==> src/rtl/fetch_ctrl.sv <==
`default_nettype none
// ============================================================================
// Module      : fetch_ctrl
// Description : Instruction-fetch sequencer. Owns the architectural PC and
//               computes the next PC: sequential, branch, J or JR. It drives a
//               req/ack instruction-memory port and buffers one fetched
//               instruction for the IF/ID stage. Redirects squash any buffered
//               or in-flight fetch, and there is no delay slot.
// Ports       :
//   clk            in   1   clock, rising edge
//   reset          in   1   asynchronous active-high reset
//   stall          in   1   IF/ID not ready; the buffered instruction is held
//   redirect_valid in   1   decode requests a control-flow change
//   redirect_op    in   2   0 none, 1 BRANCH, 2 J, 3 JR
//   redirect_pc    in   32  PC of the control instruction
//   redirect_imm   in   32  branch word offset / jump index / JR register
//   imem_req       out  1   fetch request, held until imem_ack
//   imem_addr      out  32  fetch address, stable while imem_req=1
//   imem_ack       in   1   imem_rdata is valid this cycle
//   imem_rdata     in   32  instruction word
//   if_valid       out  1   if_pc/if_instr hold a valid instruction
//   if_pc          out  32  PC of the buffered instruction
//   if_instr       out  32  buffered instruction
//   misalign       out  1   sticky flag: a JR target was not word aligned
// Revision    : 1.0 - initial release
// ============================================================================
module fetch_ctrl #(
  parameter logic [31:0] RESET_PC = 32'h0000_3000
) (
  input  logic        clk,
  input  logic        reset,
  input  logic        stall,
  input  logic        redirect_valid,
  input  logic [1:0]  redirect_op,
  input  logic [31:0] redirect_pc,
  input  logic [31:0] redirect_imm,
  output logic        imem_req,
  output logic [31:0] imem_addr,
  input  logic        imem_ack,
  input  logic [31:0] imem_rdata,
  output logic        if_valid,
  output logic [31:0] if_pc,
  output logic [31:0] if_instr,
  output logic        misalign
);

  localparam logic [1:0] c_OP_NONE   = 2'd0;
  localparam logic [1:0] c_OP_BRANCH = 2'd1;
  localparam logic [1:0] c_OP_J      = 2'd2;
  localparam logic [1:0] c_OP_JR     = 2'd3;

  typedef enum logic [1:0] {
    BOOT  = 2'd0,
    FETCH = 2'd1,
    HOLD  = 2'd2,
    DRAIN = 2'd3
  } state_t;

  state_t      state_q;
  logic [31:0] pc_q;
  logic [31:0] pend_pc_q;   // address of a squashed request still awaiting ack
  logic        imem_req_q;
  logic        if_valid_q;
  logic [31:0] if_pc_q;
  logic [31:0] if_instr_q;
  logic        misalign_q;

  logic        w_redir;
  logic [31:0] w_tgt;
  logic        w_jr_misalign;

  // An op code of zero means the redirect strobe carries no request.
  assign w_redir = redirect_valid && (redirect_op != c_OP_NONE);

  always_comb begin
    w_tgt = pc_q;
    unique case (redirect_op)
      c_OP_BRANCH: w_tgt = redirect_pc + 32'd4 + {redirect_imm[29:0], 2'b00};
      c_OP_J:      w_tgt = {redirect_pc[31:28], redirect_imm[25:0], 2'b00};
      c_OP_JR:     w_tgt = {redirect_imm[31:2], 2'b00};
      default:     w_tgt = pc_q;
    endcase
  end

  assign w_jr_misalign = w_redir && (redirect_op == c_OP_JR) &&
                         (redirect_imm[1:0] != 2'b00);

  always_ff @(posedge clk or posedge reset) begin
    if (reset) begin
      state_q    <= BOOT;
      pc_q       <= RESET_PC;
      pend_pc_q  <= 32'd0;
      imem_req_q <= 1'b0;
      if_valid_q <= 1'b0;
      if_pc_q    <= 32'd0;
      if_instr_q <= 32'd0;
      misalign_q <= 1'b0;
    end else begin
      // BOOT ignores redirects, so the flag only follows accepted JR targets.
      if (w_jr_misalign && (state_q != BOOT)) begin
        misalign_q <= 1'b1;
      end

      unique case (state_q)
        BOOT: begin
          // A stale ack from a request cut off by reset is ignored here.
          state_q    <= FETCH;
          imem_req_q <= 1'b1;
        end

        FETCH: begin
          if (w_redir) begin
            pc_q <= w_tgt;
            if (!imem_ack) begin
              // The old request stays on the bus until it is acknowledged.
              pend_pc_q <= pc_q;
              state_q   <= DRAIN;
            end
          end else if (imem_ack) begin
            if_instr_q <= imem_rdata;
            if_pc_q    <= pc_q;
            if_valid_q <= 1'b1;
            pc_q       <= pc_q + 32'd4;
            imem_req_q <= 1'b0;
            state_q    <= HOLD;
          end
        end

        HOLD: begin
          if (w_redir) begin
            if_valid_q <= 1'b0;
            pc_q       <= w_tgt;
            imem_req_q <= 1'b1;
            state_q    <= FETCH;
          end else if (!stall) begin
            if_valid_q <= 1'b0;
            imem_req_q <= 1'b1;
            state_q    <= FETCH;
          end
        end

        DRAIN: begin
          // The last redirect wins, even when it arrives together with the ack.
          if (w_redir) begin
            pc_q <= w_tgt;
          end
          if (imem_ack) begin
            state_q <= FETCH;
          end
        end

        default: begin
          state_q    <= BOOT;
          imem_req_q <= 1'b0;
        end
      endcase
    end
  end

  assign imem_req  = imem_req_q;
  assign imem_addr = (state_q == DRAIN) ? pend_pc_q : pc_q;
  assign if_valid  = if_valid_q;
  assign if_pc     = if_pc_q;
  assign if_instr  = if_instr_q;
  assign misalign  = misalign_q;

endmodule
`default_nettype wire
==> config.mk <==
export PLATFORM = sky130hd
export DESIGN_NAME = fetch_ctrl
export DESIGN_NICKNAME = d
export VERILOG_FILES = /design/src/rtl/fetch_ctrl.sv
export SDC_FILE = /design/constraint.sdc
export NUM_CORES = 1
export LEC_CHECK = 0
export BUFFER_PORTS_ARGS = -buffer_cell sky130_fd_sc_hd__buf_2
export CORE_MARGIN = 2
export CORE_UTILIZATION = 50
export DETAILED_ROUTE_END_ITERATION = 8
export GPL_TIMING_DRIVEN = 0
export PLACE_DENSITY = 0.75
export SYNTH_ARGS = -nofsm -noshare
export SYNTH_HDL_FRONTEND = slang
export SYNTH_SLANG_ARGS = --single-unit
==> constraint.sdc <==
create_clock -name clk -period 5 [get_ports clk]
set_clock_uncertainty 0.1 [all_clocks]
set_input_delay 1 -clock clk [delete_from_list [all_inputs] [get_ports clk]]
set_output_delay 1 -clock clk [all_outputs]
set_load 0.05 [all_outputs]
==> impl_results.md <==
- Status: finished, final reports clean
- Post-synth ARST share: 100.0%
- FMAX: 271.8 MHz
- Routed vias: 8606
- Clock-pin slew on the worst setup and hold paths: 0.06 ns
- Port bufs: 199
- IO Pins: 202
- Switching Fraction: 50.68%
- FP Rows: 48
- P&R area growth vs syn: 21.03%
- Mapped Cells: 1031
- Commonest non-fill, non-tap cell in the layout: nand2_1
- Worst hold start: if_pc[28]
- Least-Margin Pin Slew: 0.7817 ns
- Share of cells above drive strength 1: 25.52%
- Pwr/cell area: 605.3 nW/um^2
- H-tree depth: 4
- GRT met1 Usage: 38.91%
- # clock sinks: 133
- Synth top area share: 36.85%
- Ys flop type: dfrtp_1
- Post-CTS Setup Inserts: 0
- Final Hold Fails: 0
- CP required: 3.90 ns
- EDFF count, synth: 0
- GRT Util Overall: 29.48%
- Detail Route Antenna Nets: 0
- Congestion Overflow GR: 0
- Hold depth: 2
- Hold Path End: if_pc[28]
- Top post-synthesis cells by area: dfrtp_1, nand2_1, mux2_2
- Period utilisation layout: 73.57%
- Height of the die: 137.4 um
- Vias in the first global route: 8178
- Synth Register Bits: 133
- Final wirelength: 27.05 mm
- Worst reg2reg endpoint: pc_q[26]
- Share of total power in combinational logic: 53.0%
- Sw Pwr: 3303 uW
- CTS tree: built
- CP Launch Type: flop
- Slew HR: 47.89%
- Syn Area/Cell: 8.629 um^2
- Synth Cell Area: 8896 um^2
- Library cells used by synthesis: 72
- Sequential area share after synthesis: 37.44%
- Nets@finish: 1412
- Post-synth net total: 1193
- Slew Limit Fails: 0
- Setup CP Type: flop to primary output
- Clock Path Buffers: 2
- Worst reg2reg startpoint: pc_q[2]
- Die area: 18870 um^2
- First-pass GRT wire length: 43.27 mm
- Initial antenna violation count: 0
- CP endpoint kind: primary output
- Cts bufs inserted: 17
- Pre-CTS WS: 1.062 ns
- Reg2reg path depth: 9
- Initial core utilization: 51.25%
- 1st-pass router iterations: 6
- Reg2Reg Setup Slack: 2.02 ns
- Max Cap Viol: 0
- Largest net degree at the start of global routing: 86
- HP Class: flop to flop
- Warnings, synthesis: 0
- Commonest non-fill, non-tap cells in the layout: nand2_1, buf_2, dfrtp_1
- Post-route setup slack: 1.321 ns
- Clk pwr share: 17.9%
- Vias per cell: 5.787
- Int Pwr: 3215 uW
- Gp weighted congestion: 0.9965
- Drt drc: 0
- Routing usage on met2: 49.28%
- RSZ-0062 raised after global routing: false
- Detailed Place HPWL: 20.90 mm
- Clk_lat worst skew: 0.41 ns
- Worst Path Arrival: 2.58 ns
- Part of the power in registers: 29.2%
- Wire length per cell: 18.19 um
- CTS Hold Bufs: 0
- Core outline area: 17360 um^2
- Post-synth top area cell: dfrtp_1
- Root Buffer: clkbuf_16
- Detailed Route Iter0 Violations: 645
- Fin util: 62.03%
- Diodes inserted: 0
- Die X: 137.4 um
- Post_cts resized: 0
- Worst-path fanout max: 10
- Max IR drop VDD: 0.0004640 V
- P_leak: 0.005248 uW
- Gr busiest metal: met2
- Met3 Use GR: 5.997%
- Post-route minimum period: 3.679 ns
- Endpoints failing setup: 0
==> worst max path at each step <==
stage                     to             from  slack, ns  depth (start not counted)
2_1_floorplan    if_instr[0]            reset       0.35                          1
3_3_place_gp        pc_q[26]            reset      -1.07                          2
3_5_place_dp        pc_q[21]  redirect_imm[1]       1.06                         13
4_1_cts        imem_addr[17]       state_q[1]       1.35                          5
5_1_grt         imem_addr[1]       state_q[1]       1.23                          5
6_report       imem_addr[17]       state_q[1]       1.32                          5
==> cells by family (layout without fill, tap and decap cells) <==
kind of cell | count (synthesis) | count (layout) | synth area share (%)
AOI/OAI and AO/OA | 234 | 234 | 16.39
xor gates and xnor gates | 20 | 20 | 1.969
adders and majority gates | 59 | 59 | 8.383
buffers and inverters | 88 | 319 | 3.868
DFF | 133 | 133 | 37.44
muxes | 91 | 91 | 11.72
and+or+nand+nor | 406 | 406 | 20.24
==> layer usage <==
metal / vias up / wire length (um)
li1: 4093 / -
met1: 4044 / 11420
met2: 429 / 12720
met3: 40 / 2441
met4: 0 / 465
met5: - / 0
==> layout make-up <==
class                   instances  area [um^2]
plain buffers                  64        254.0
clock buffers                  19        452.9
clock inverters                12        107.6
fillers                      1542         6590
inverters                      24        95.09
multi-input cells             810         5221
flip-flops and latches        133         3331
well taps                     225        281.5
repair buffers                200         1023
==> power by group through the flow <==
stage	clock [uW]	sequential, uW	combinational [uW]
6_report	1160	1900	3450
5_1_grt	1230	1960	3690
4_1_cts	1180	1890	3450
3_5_place_dp	0	1900	3430
3_3_place_gp	0	1870	3390
2_1_floorplan	0	2640	1780
==> cells in the mapped netlist, drive strengths merged (8+ instances only) <==
master / n
xnor2: 13
o21ai: 65
clkbuf: 45
nor3: 10
inv: 24
nand2: 260
o211ai: 8
buf: 19
a31oi: 8
and3: 13
dfrtp: 131
nand3: 27
a21oi: 75
a21o: 11
nor2: 41
nand4: 14
mux2: 65
mux2i: 22
ha: 58
==> critical path, stage by stage, from the launching register on <==
cell and delay, ns:
dfrtp_1 0.40, clkbuf_1 0.26, nand2_1 0.34, buf_1 0.48, mux2_2 0.44, buf_2 0.23
==> flip-flops by register name (all words and copies together), names as in the netlist <==
name	cells
imem_req	1
if_instr	32
state_q	2
if_pc	32
pc_q	32
misalign	1
if_valid	1
pend_pc_q	32
==> metrics by stage <==
step / setup TNS [ns] / hold WS (ns) / instance area (um^2) / total power (uW) / std cells
2_1_floorplan: 0 / 0.3716 / 8896 / 4421 / 1031
3_3_place_gp: -139.11 / 0.3535 / 10170 / 5258 / 1455
3_5_place_dp: 0 / 0.3584 / 10210 / 5328 / 1456
4_1_cts: 0 / 0.3739 / 10770 / 6519 / 1487
5_1_grt: 0 / 0.3815 / 10770 / 6882 / 1487
6_report: 0 / 0.3694 / 10770 / 6517 / 1487
Note: power is estimated with default switching activity, not from simulation.
